===== config.mk =====
export PLATFORM = sky130hd
export DESIGN_NAME = pipelined_counter_bank
export DESIGN_NICKNAME = d
export VERILOG_FILES = /design/src/rtl/pipelined_counter_bank_pkg.sv /design/src/rtl/counter_channel.sv /design/src/rtl/pipelined_counter_bank.sv
export SDC_FILE = /design/constraint.sdc
export NUM_CORES = 1
export LEC_CHECK = 0
export CELL_PAD_IN_SITES_DETAIL_PLACEMENT = 2
export CELL_PAD_IN_SITES_GLOBAL_PLACEMENT = 2
export CORE_MARGIN = 3
export CORE_UTILIZATION = 31
export CTS_CLUSTER_DIAMETER = 60
export DETAILED_ROUTE_END_ITERATION = 8
export PLACE_DENSITY_LB_ADDON = 0.1
export SYNTH_ARGS = -nofsm -noshare
export SYNTH_HDL_FRONTEND = slang
export SYNTH_SLANG_ARGS = --single-unit

===== constraint.sdc =====
create_clock -name clk -period 4.1 [get_ports clk]
set_input_delay 0.82 -clock clk [delete_from_list [all_inputs] [get_ports clk]]
set_output_delay 0.82 -clock clk [all_outputs]
set_load 0.01 [all_outputs]

===== src/rtl/pipelined_counter_bank_pkg.sv =====
// Shared types and parameter helpers for the pipelined counter bank.
package pipelined_counter_bank_pkg;

    typedef enum logic {CNT_WRAP, CNT_SAT} count_mode_e;

    localparam int unsigned MinWidth    = 2;
    localparam int unsigned MinChannels = 1;
    localparam int unsigned MinDepth    = 1;

    // Warm-up counter must be able to hold the value DEPTH.
    function automatic int unsigned warm_width(input int unsigned depth);
        return $clog2(depth + 1);
    endfunction

endpackage


===== src/rtl/counter_channel.sv =====
// One counter with sticky overflow flag and a DEPTH-stage sampling delay line.
module counter_channel
    import pipelined_counter_bank_pkg::*;
#(
    parameter int unsigned WIDTH = 8,
    parameter int unsigned DEPTH = 1,
    parameter count_mode_e MODE  = CNT_WRAP,
    parameter int unsigned INIT  = 1
) (
    input  logic             clk,
    input  logic             rst_n,
    input  logic             en,
    input  logic             clr,
    input  logic             load,
    input  logic [WIDTH-1:0] load_val,
    input  logic [WIDTH-1:0] step,
    output logic [WIDTH-1:0] count,
    output logic [WIDTH-1:0] sample,
    output logic             ovf
);

    localparam logic [WIDTH-1:0] InitVal = WIDTH'(INIT);

    logic [WIDTH-1:0] count_q, count_d;
    logic             ovf_q, ovf_d;
    logic [WIDTH:0]   sum;
    logic [WIDTH-1:0] stage_q [DEPTH];

    always_comb begin
        sum     = {1'b0, count_q} + {1'b0, step};
        count_d = count_q;
        ovf_d   = ovf_q;
        if (clr) begin
            count_d = '0;
            ovf_d   = 1'b0;
        end else if (load) begin
            count_d = load_val;
        end else if (en) begin
            if (sum[WIDTH]) begin
                ovf_d   = 1'b1;
                count_d = (MODE == CNT_SAT) ? '1 : sum[WIDTH-1:0];
            end else begin
                count_d = sum[WIDTH-1:0];
            end
        end
    end

    // Stage 0 captures the pre-edge count, so sample lags count by exactly DEPTH edges.
    always_ff @(posedge clk or negedge rst_n) begin
        if (!rst_n) begin
            count_q <= InitVal;
            ovf_q   <= 1'b0;
            for (int k = 0; k < DEPTH; k++) begin
                stage_q[k] <= InitVal;
            end
        end else begin
            count_q    <= count_d;
            ovf_q      <= ovf_d;
            stage_q[0] <= count_q;
            for (int k = 1; k < DEPTH; k++) begin
                stage_q[k] <= stage_q[k-1];
            end
        end
    end

    assign count  = count_q;
    assign sample = stage_q[DEPTH-1];
    assign ovf    = ovf_q;

endmodule


===== src/rtl/pipelined_counter_bank.sv =====
// Bank of independent counters, each sampled through a delay line, with a shared
// warm-up tracker that flags when the delay lines hold real history.
module pipelined_counter_bank
    import pipelined_counter_bank_pkg::*;
#(
    parameter int unsigned WIDTH    = 8,
    parameter int unsigned CHANNELS = 4,
    parameter int unsigned DEPTH    = 1,
    parameter count_mode_e MODE     = CNT_WRAP,
    parameter int unsigned INIT     = 1
) (
    input  logic                      clk,
    input  logic                      rst_n,
    input  logic [CHANNELS-1:0]       en,
    input  logic [CHANNELS-1:0]       clr,
    input  logic [CHANNELS-1:0]       load,
    input  logic [CHANNELS*WIDTH-1:0] load_val,
    input  logic [WIDTH-1:0]          step,
    output logic [CHANNELS*WIDTH-1:0] count,
    output logic [CHANNELS*WIDTH-1:0] sample,
    output logic                      sample_vld,
    output logic [CHANNELS-1:0]       ovf
);

    if (WIDTH < MinWidth) begin : g_bad_width
        $error("pipelined_counter_bank: WIDTH must be >= 2");
    end
    if (CHANNELS < MinChannels) begin : g_bad_channels
        $error("pipelined_counter_bank: CHANNELS must be >= 1");
    end
    if (DEPTH < MinDepth) begin : g_bad_depth
        $error("pipelined_counter_bank: DEPTH must be >= 1");
    end

    localparam int unsigned      WarmW   = warm_width(DEPTH);
    localparam logic [WarmW-1:0] WarmMax = WarmW'(DEPTH);

    logic [WarmW-1:0] warm_q;

    always_ff @(posedge clk or negedge rst_n) begin
        if (!rst_n) begin
            warm_q <= '0;
        end else if (warm_q != WarmMax) begin
            warm_q <= warm_q + WarmW'(1);
        end
    end

    assign sample_vld = (warm_q == WarmMax);

    for (genvar i = 0; i < CHANNELS; i++) begin : g_chan
        counter_channel #(
            .WIDTH (WIDTH),
            .DEPTH (DEPTH),
            .MODE  (MODE),
            .INIT  (INIT)
        ) u_chan (
            .clk      (clk),
            .rst_n    (rst_n),
            .en       (en[i]),
            .clr      (clr[i]),
            .load     (load[i]),
            .load_val (load_val[i*WIDTH +: WIDTH]),
            .step     (step),
            .count    (count[i*WIDTH +: WIDTH]),
            .sample   (sample[i*WIDTH +: WIDTH]),
            .ovf      (ovf[i])
        );
    end

endmodule


== Word level (Yosys, flattened, before mapping) ==
Cells that the tools add are included.

* Input bits: 54
* Logic and storage cells: 67
* Output and inout port bits: 69
* Bits in registers: 69

* Muxes and demuxes: 29
* Equal/unequal tests: 4
* Add/sub/neg operators: 5
* Reduce and logical (&&, ||, !) cells: 16

{| class="wikitable"
|+ Operator list
! kind !! number
|-
| 8-bit two-way mux || 12
|-
| 8-bit by 8-bit adder with 9-bit output || 4
|-
| 1-bit two-way mux || 17
|-
| 2-bit nonzero test || 8
|-
| 3-bit AND reduction || 4
|-
| 3-bit nonzero test || 4
|-
| 2-bit != test, second input constant || 4
|-
| 1-bit adder, second input constant || 1
|}

== Longest topological paths before layout ==
Gate-level depths: netlist (run 1).

* Word-level depth: 5
* Mapped depth: 8
* Depth with buffers taken out: 8

== By module ==
From an unflattened synthesis (run 1), not the netlist that was laid out.

* Cells, all modules: 390
* Area total of the unflattened synthesis: 4047.6 um^2

{| class="wikitable"
|+ By module, submodules not included
! module !! cells each !! times used !! area each (um^2) !! sequential area each (um^2)
|-
| counter_channel || 97 || 4 || 1004.7 || 427.9
|-
| pipelined_counter_bank || 2 || 1 || 28.8 || 25.0
|}

== Least setup slack after synthesis (run 1) ==
No wires, ideal clock.

* Kind: input-to-reg
* From: in step[4]
* To: reg g_chan[0].u_chan.count_q[7]
* Stages: 6
* Arrival time: 2.237 ns
* Slack: 1.738 ns
* Required time: 3.975 ns
* Path buffers: 0
* Setup time: 0.125 ns
* Cell sequence: ha_1 -> or2_2 -> a21o_1 -> a31oi_1 -> xor2_1 -> a2111oi_0

* Word-level cells in the longest chain between the ends: 4

{| class="wikitable"
|+ RTL lines
! element !! RTL line !! RTL
|-
| start: declaration || pipelined_counter_bank.sv:18 || <nowiki>input logic [WIDTH-1:0] step,</nowiki>
|-
| 8-bit by 8-bit adder with 9-bit output || counter_channel.sv:30 || <nowiki>sum = {1'b0, count_q} + {1'b0, step};</nowiki>
|-
| 8-bit two-way mux || counter_channel.sv:38 || <nowiki>end else if (en) begin</nowiki>
|-
| 8-bit two-way mux || counter_channel.sv:36 || <nowiki>end else if (load) begin</nowiki>
|-
| 8-bit two-way mux || counter_channel.sv:33 || <nowiki>if (clr) begin</nowiki>
|-
| end signal: assignment || counter_channel.sv:51 || <nowiki>count_q <= InitVal;</nowiki>
|-
| end signal: assignment || counter_channel.sv:57 || <nowiki>count_q <= count_d;</nowiki>
|-
| end: declaration || counter_channel.sv:24 || <nowiki>logic [WIDTH-1:0] count_q, count_d;</nowiki>
|}

Every way passes these cells. The select of a mux whose other input is x is not followed.
A chain may end at the register's enable or synchronous reset.

== Final worst setup path (run 1) ==
Ends and elaborated chain as after synthesis.

==> flow_summary.yaml, run 1 <==
run_status:
  status: "complete, no violations"
final_layout:
  final_cell_mix: "clkdlybuf4s50_1, dfrtp_1, nor2_1, ha_1, a21oi_1"
  n_antenna_cell: 0
  final_common_cell: "clkdlybuf4s50_1"
  syn_to_final_growth_pct: 40.5
  layout-drive-gt1-share_pct: 5.90
  fin_area_um2: 5620
  nets: 610
timing:
  setup_viol: 0
  relSlewSlack_pct: 39.3
  period_share_pct: 70.5
  min_period_ns: 2.89
  drv_slew: 0
  setup_tns_ns: 0
  worstMarginPinSlew_ns: 0.911
  fmax_mhz: 346
  hold_viol: 0
  rsz0062_at_grt: "false"
  clock_skew_ns: 0.00787
clock_tree:
  cts.sinks: 69
  cts_root_buffer: "clkbuf_16"
  numCtsBuffers: 9
  cts_hold_buf: 0
  htreeDepth: 3
  cts_resized: 0
  clk_pin_slew_ns: 0.05
  cts_tree: "built"
  post_cts_buffers: 0
  clock_latency_ns: 0.34
  clockBufferDepth: 2
critical_path:
  r2r_start: "g_chan[0].u_chan.count[0]"
  cp-start-kind: "primary input"
  worstPathRequired_ns: 4.30
  crit_path_cell_trace: "clkdlybuf4s50_1 > ha_1 > or2_2 > a21o_1 > a31oi_1 > xor2_1 > a2111oi_0"
  crit_type: "primary input to flip-flop"
  end_kind: "flip-flop"
  reg2reg_to: "g_chan[0].u_chan.ovf"
  critical_path_arrival_ns: 3.09
  slowest_delay_ns: 0.59
  rr_worst_depth: 8
  slowest_stage: "clkdlybuf4s50_1"
  r2r_slack_ns: 1.93
  path_max_fanout: 6
power:
  power_density_nw_per_um2: 372
  pwr-share-comb_pct: 26.1
  p_sw_share_pct: 29.4
  seq_power_share_pct: 37.4
  peakVddDrop_mv: 0.218
  clkPwrFrac_pct: 36.4
  power.static_leakage_nw: 2.43
  intPower_mw: 1.47
  power_switching_mw: 0.613
drt:
  antenna_left: 0
  drc_errors: 0
  avgRoutedWirePerCell_um: 19.6
  drt_iter0_drc: 121
  wl_um: 13600
  vias_per_cell: 5.27
  first_pass_iters: 4
  dr_total_vias: 3649
floorplanning:
  fp.dieH_um: 120
  die_w_um: 120
  die-area_um2: 14300
  io_pins: 123
  rows: 40
  initial_core_util_pct: 32.5
  core_area_um2: 12300
grt:
  first_global_vias: 4164
  grt-ovfl-total: 0
  grt_pass1_wl_um: 22500
  antenna_found_initial: 0
  grt_max_degree: 70
  grt_usage_pct: 19.9
yosys:
  synth-edff-count: 0
  synth-async-reset-ratio_pct: 100
  ys_seq_elements: 69
  avgSynthCellArea_um2: 9.85
  synth.distinct_cells: 61
  synth_fp_nets: 496
  ys.flop_type: "dfrtp_1"
  yosysTopAreaCell: "dfrtp_1"
  ys_top_cells_by_area: "dfrtp_1, ha_1, dfstp_2"
  ys_seq_area_share_pct: 43.4
  synth_area_um2: 4000
  syn_inst: 406
  yosys.area.top_type_share_pct: 38.2
  ys_warn_count: 0
placed_design:
  dp_hpwl_um: 9690
  globalplace.congestion: 0.847
  placed_area_um2: 5340
  portBuffers: 122
min_path:
  min_path_type: "flip-flop to flip-flop"
  min_from: "g_chan[2].u_chan.count[0]"
  worstHoldPathCells: 0
  whs_endpoint: "g_chan[2].u_chan.sample[0]"
flow_run:
  drv_cap: 0
synth_stat cells, drive strengths merged, types with 3 or more instances:
library cell  count
nand2b            4
o21ai            21
ha               32
a211o             3
fa                4
nor4              3
a211oi            5
xnor2             5
or3              13
nor2b             9
nor3             20
dfstp             8
a221oi            5
mux2i            13
o32ai             3
a21o              5
dfrtp            61
nand3             4
inv              24
a21oi            25
a311oi            3
o21a              6
buf              12
nand2            11
a31oi             9
o211ai            7
nor2             45
a41oi             3
clkbuf            7
area by class of cell:
type | count | area [um2]
Fill cell | 1346 | 6690
Multi-Input combinational cell | 294 | 2080
Sequential cell | 69 | 1740
Timing Repair Buffer | 122 | 1220
Clock buffer | 15 | 278
Tap cell | 168 | 210
Inverter | 24 | 90.1
Clock inverter | 1 | 5.00
worst max-delay path by stage:
stage                        from                         to  cells past startpoint
after floorplan           step[4]  g_chan[0].u_chan.count[7]                      6
after global placement    step[4]  g_chan[0].u_chan.count[7]                      7
after detailed placement  step[4]  g_chan[0].u_chan.count[7]                      7
after CTS                 step[4]  g_chan[0].u_chan.count[7]                      7
after global routing      step[4]  g_chan[0].u_chan.count[7]                      7
final                     step[4]  g_chan[0].u_chan.count[7]                      7
stage by stage:
step	hold WS [ns]	util (%)	instances	worst slack [ns]	power, mW
floorplan	0.389	-	406	1.74	1.07
global placement	0.380	43.3	677	0.956	1.32
detailed placement	0.383	43.3	677	0.892	1.34
CTS	0.390	45.6	693	1.19	2.13
global route	0.399	45.6	693	1.02	2.22
finish	0.389	45.6	693	1.21	2.09
kinds of logic (layout without fill, tap and decap cells):
kind of cell | Yosys count | count (layout) | synth area share (%)
AO/OA/AOI/OAI | 111 | 111 | 18.9
XOR/XNOR | 7 | 7 | 1.53
adder cells (fa/ha/maj) | 36 | 36 | 12.0
buffers and inverters | 43 | 162 | 4.54
flip-flops | 69 | 69 | 43.4
multiplexers | 13 | 13 | 3.25
other | 1 | 1 | 0.0938
AND/OR/NAND/NOR | 126 | 126 | 16.2
state kept, by name, indices dropped and copies added, names as in the netlist:
register              flops
g_chan.u_chan.sample     32
g_chan.u_chan.count      32
g_chan.u_chan.ovf         4
sample_vld                1
critical path: cells and delay by family:
kind / cells / cell delay, ns
adder cells (fa/ha/maj): 1 / 0.44
buffers and inverters: 1 / 0.59
AO/OA/AOI/OAI: 3 / 0.80
XOR/XNOR: 1 / 0.09
AND/OR/NAND/NOR: 1 / 0.35
metal layers:
| metal | track usage [%] | wire length (um) |
|---|---|---|
| met1 | 24.8 | 5930 |
| met2 | 34.5 | 6890 |
| met3 | 4.85 | 615 |
| met4 | 4.94 | 115 |
| met5 | 0 | 0 |
power groups by stage:
| stage | sequential (mW) | clock [mW] | combinational, mW |
|---|---|---|---|
| 5_1_grt | 0.792 | 0.821 | 0.606 |
| 6_report | 0.782 | 0.760 | 0.545 |
| 3_3_place_gp | 0.792 | 0 | 0.527 |
| 4_1_cts | 0.784 | 0.792 | 0.553 |
| 3_5_place_dp | 0.795 | 0 | 0.544 |
| 2_1_floorplan | 0.811 | 0 | 0.262 |
Power figures use the tool's default switching activity.
==> inputs of run 2 (changes only) <==
Settings changed: CORE_UTILIZATION 31 to 26.
Clock period 4.1 ns to 2.4 ns, I/O delays scaled along.
==> flow_summary.yaml, run 2 (same netlist as run 1, synthesis figures left out) <==
clock_tree:
  cts_tree: "built"
  cts_root_buffer: "clkbuf_16"
  clockBufferDepth: 2
  cts_hold_buf: 0
  cts.sinks: 69
  numCtsBuffers: 9
  clk_pin_slew_ns: 0.06
  htreeDepth: 3
  clock_latency_ns: 0.34
final_layout:
  finish.utilization_pct: 41.4
  n_antenna_cell: 0
  fin_area_um2: 6140
  syn_to_final_growth_pct: 53.5
  final_common_cell: "clkdlybuf4s50_1"
  nFillCells: 1582
  final_cell_mix: "clkdlybuf4s50_1, dfrtp_1, buf_4, nor2_1, ha_1"
  nets: 669
  layout-drive-gt1-share_pct: 16.6
power:
  clkPwrFrac_pct: 34.9
  seq_power_share_pct: 36.3
  intPower_mw: 2.62
  power_switching_mw: 1.08
  peakVddDrop_mv: 0.332
  pwr-share-comb_pct: 28.9
  power.static_leakage_nw: 2.75
  power_density_nw_per_um2: 602
  p_sw_share_pct: 29.2
floorplanning:
  initial_core_util_pct: 27.0
  core_area_um2: 14800
  io_pins: 123
  rows: 44
  die-area_um2: 16900
  die_w_um: 130
  fp.dieH_um: 130
drt:
  vias_per_cell: 5.11
  drt_iter0_drc: 189
  antenna_left: 0
  wl_um: 14800
  avgRoutedWirePerCell_um: 19.3
  first_pass_iters: 4
  drc_errors: 0
  dr_total_vias: 3925
grt:
  first_global_vias: 4362
  antenna_found_initial: 0
  grt-ovfl-total: 0
  grt_max_degree: 40
  grt_pass1_wl_um: 23500
  grt_usage_pct: 18.1
timing:
  period_share_pct: 97.5
  clock_skew_ns: 0.00469
  setup_viol: 0
  relSlewSlack_pct: 65.9
  hold_viol: 0
  drv_slew: 0
  fmax_mhz: 427
  min_period_ns: 2.34
  worstMarginPinSlew_ns: 0.505
critical_path:
  slowest_stage: "clkdlybuf4s50_1"
  rr_worst_depth: 9
  crit_family: "buffers and inverters"
  path_max_fanout: 5
  critical_path_arrival_ns: 2.54
  end_kind: "flip-flop"
  path_depth: 9
  cp-start-kind: "primary input"
  worstPathRequired_ns: 2.60
  crit_top_cell: "buf_4"
  crit_type: "primary input to flip-flop"
  slowest_delay_ns: 0.44
  path_buf_inv: 4
  crit_path_cell_trace: "clkdlybuf4s50_1 > buf_4 > ha_1 > buf_4 > o21ai_0 > a21oi_1 > buf_4 > o211ai_1 > nor3_1"
run_status:
  status: "complete, no violations"
flow_run:
  drv_cap: 0
min_path:
  min_path_type: "primary input to asynchronous set/reset pin"
placed_design:
  dp_hpwl_um: 11300
  globalplace.congestion: 0.809
  portBuffers: 122
  placed_area_um2: 5820
-- run 2: layer usage --
metal	wire length, um	track usage, %	part of all wire, %	vias to the layer above
met4	152	3.91	1.0	0
met2	7440	31.4	50	83
li1	-	-	-	1839
met5	0	0	0	-
met1	6550	22.4	44	1992
met3	678	5.08	4.6	11
-- run 2: per-stage QoR --
| stage | worst slack [ns] | instances | setup TNS (ns) | hold WS, ns | power [mW] |
|---|---|---|---|---|---|
| final | 0.0588 | 768 | 0 | 0.0927 | 3.70 |
| after global routing | -0.0434 | 768 | -0.0616 | 0.112 | 3.92 |
| after CTS | 0.0217 | 767 | 0 | 0.101 | 3.76 |
| after detailed placement | -0.309 | 751 | -5.72 | 0.393 | 2.42 |
| after global placement | -0.217 | 751 | -3.92 | 0.393 | 2.38 |
| after floorplan | 0.378 | 406 | 0 | 0.184 | 1.83 |
-- run 2: final timing paths --
kind	startpoint	to	slack, ns
setup / recovery	step[4]	g_chan[1].u_chan.count[6]	0.06
setup reg to reg	g_chan[1].u_chan.count[0]	g_chan[1].u_chan.count[6]	0.15
hold reg to reg	g_chan[1].u_chan.count[0]	g_chan[1].u_chan.sample[0]	0.40
max in group asynchronous	rst_n	g_chan[2].u_chan.count[0]	1.67
min in group clk	g_chan[1].u_chan.count[0]	g_chan[1].u_chan.sample[0]	0.40
hold / removal	rst_n	g_chan[0].u_chan.sample[2]	0.09
-- run 2: final cells by class --
class                           count  area [um2]  area share, %
Sequential cell                    69        1740           28.3
Clock buffer                       15         278           4.53
Inverter                           24        90.1           1.47
Timing Repair Buffer              181        1690           27.5
Clock inverter                      1        5.00         0.0815
Tap cell                          184         230           3.75
Multi-Input combinational cell    294        2110           34.4
-- run 2: worst reg2reg max path, delay by kind of cell, from the launching register on --
family	cells	cell delay, ns
adder cells (fa/ha/maj)	2	0.59
flip-flops	1	0.57
AO/OA/AOI/OAI	3	0.49
buffers and inverters	2	0.21
AND/OR/NAND/NOR	2	0.30
-- run 2: power by group through the flow --
stage	logic (mW)	registers (mW)	clock network, mW
finish	1.07	1.34	1.29
global route	1.18	1.36	1.39
CTS	1.07	1.34	1.34
detailed placement	1.06	1.36	0
global placement	1.02	1.36	0
floorplan	0.447	1.39	0
-- run 2: timing repair --
item | CTS | global route
setup endpoints to repair | 0 | 14
buffers inserted | 0 | 1
gates resized for setup | 0 | 10
==> inputs of run 3 (changes only) <==
Settings changed: CORE_MARGIN 3 to 1, PLACE_DENSITY set to 0.89, PLACE_DENSITY_LB_ADDON 0.1 to unset.
==> flow_summary.yaml, run 3 (same netlist as run 1, synthesis figures left out) <==
critical_path:
  end_kind: "flip-flop"
  cp-start-kind: "primary input"
  slowest_stage: "clkdlybuf4s50_1"
  path_max_fanout: 5
  r2r_start: "g_chan[1].u_chan.count[0]"
  crit_type: "primary input to flip-flop"
  reg2reg_to: "g_chan[1].u_chan.count[6]"
  crit_path_cell_trace: "clkdlybuf4s50_1 > buf_4 > ha_1 > buf_4 > o21ai_0 > a21oi_2 > buf_4 > o211ai_1 > nor3_1"
  crit_family: "buffers and inverters"
  critical_path_arrival_ns: 2.54
  path_buf_inv: 4
  crit_top_cell: "buf_4"
  slowest_delay_ns: 0.46
  r2r_slack_ns: 0.11
  worstPathRequired_ns: 2.62
  rr_worst_depth: 9
clock_tree:
  cts_root_buffer: "clkbuf_16"
  cts.sinks: 69
  cts_tree: "built"
  cts_hold_buf: 0
  clk_pin_slew_ns: 0.06
  numCtsBuffers: 9
  clock_latency_ns: 0.36
  htreeDepth: 3
  clockBufferDepth: 2
power:
  p_sw_share_pct: 30.2
  power_density_nw_per_um2: 640
  intPower_mw: 2.75
  clkPwrFrac_pct: 37.8
  power_switching_mw: 1.19
  peakVddDrop_mv: 0.336
  pwr-share-comb_pct: 28.0
  seq_power_share_pct: 34.2
  power.static_leakage_nw: 2.74
grt:
  grt-ovfl-total: 0
  grt_usage_pct: 21.7
  grt_pass1_wl_um: 26000
  first_global_vias: 4584
  antenna_found_initial: 1
  grt_max_degree: 41
drt:
  drt_iter0_drc: 218
  wl_um: 16300
  drc_errors: 0
  vias_per_cell: 5.19
  first_pass_iters: 4
  dr_total_vias: 3966
  avgRoutedWirePerCell_um: 21.3
  antenna_left: 0
timing:
  worstMarginPinSlew_ns: 0.513
  setup_tns_ns: 0
  setup_viol: 0
  min_period_ns: 2.32
  period_share_pct: 96.8
  hold_viol: 0
  clock_skew_ns: 0.0108
  hold_ws_ns: 0.0770
  fmax_mhz: 431
  relSlewSlack_pct: 65.4
  drv_slew: 0
final_layout:
  n_antenna_cell: 0
  nets: 665
  final_cell_count_no_fill: 764
  final_common_cell: "clkdlybuf4s50_1"
  syn_to_final_growth_pct: 53.8
  finish.utilization_pct: 41.7
  fin_area_um2: 6150
  final_cell_mix: "clkdlybuf4s50_1, dfrtp_1, buf_4, nor2_1, ha_1"
  nFillCells: 1605
  layout-drive-gt1-share_pct: 16.9
min_path:
  min_path_type: "primary input to asynchronous set/reset pin"
placed_design:
  globalplace.congestion: 0.825
  dpl.cell_count: 747
  portBuffers: 122
  placed_area_um2: 5770
  dp_hpwl_um: 12100
floorplanning:
  fp.dieH_um: 126
  die_w_um: 126
  io_pins: 123
  initial_core_util_pct: 27.1
  die-area_um2: 15900
  rows: 44
  core_area_um2: 14800
flow_run:
  drv_cap: 0
run_status:
  status: "complete, no violations"
[run 3: how the worst max path moves through the flow]
stage,start,end,cells past startpoint
2_1_floorplan,step[4],g_chan[0].u_chan.count[7],6
3_3_place_gp,step[0],g_chan[0].u_chan.ovf,9
3_5_place_dp,step[0],g_chan[1].u_chan.ovf,9
4_1_cts,step[1],g_chan[3].u_chan.count[7],8
5_1_grt,g_chan[1].u_chan.count[0],g_chan[1].u_chan.ovf,8
6_report,step[4],g_chan[1].u_chan.count[6],9
[run 3: cell type report]
class,count,area (um2),area share (%)
Multi-Input combinational cell,294,2120,34.5
Sequential cell,69,1740,28.3
Clock buffer,9,225,3.66
Inverter,24,90.1,1.47
Clock inverter,7,98.8,1.61
Tap cell,184,230,3.75
Timing Repair Buffer,177,1650,26.8
[run 3: power by group through the flow]
stage | Clock [mW] | Combinational (mW) | Sequential [mW]
global route | 1.57 | 1.19 | 1.36
global placement | 0 | 0.998 | 1.36
finish | 1.49 | 1.10 | 1.34
CTS | 1.53 | 1.09 | 1.34
detailed placement | 0 | 1.07 | 1.36
floorplan | 0 | 0.447 | 1.39
[run 3: metal layers]
| metal | track usage, % | routed length, um | up-vias |
|---|---|---|---|
| met5 | 0 | 13 | - |
| li1 | - | - | 1829 |
| met4 | 11.0 | 527 | 2 |
| met3 | 4.08 | 548 | 34 |
| met2 | 38.7 | 8420 | 92 |
| met1 | 24.7 | 6780 | 2009 |
[run 3: what timing repair did]
item | 4_1_cts | 5_1_grt
resized for setup | 5 | 11
buffers inserted | 0 | 1
pin swaps | 2 | 2
endpoints found under the setup margin | 5 | 8
gates cloned | 0 | 0
[run 3: worst register-to-register path, cell delays in order, from the launching register on]
cell      delay (ns)
dfstp_2         0.58
ha_1            0.22
inv_1           0.08
fa_1            0.41
nor2b_2         0.18
o21ai_0         0.17
a21oi_2         0.20
buf_4           0.13
o211ai_1        0.10
nor3_1          0.14
[run 3: stage by stage]
step | worst slack [ns] | power, mW
floorplan | 0.378 | 1.83
global placement | -0.248 | 2.36
detailed placement | -0.453 | 2.43
CTS | 0.00706 | 3.97
global route | -0.00253 | 4.12
finish | 0.0775 | 3.93
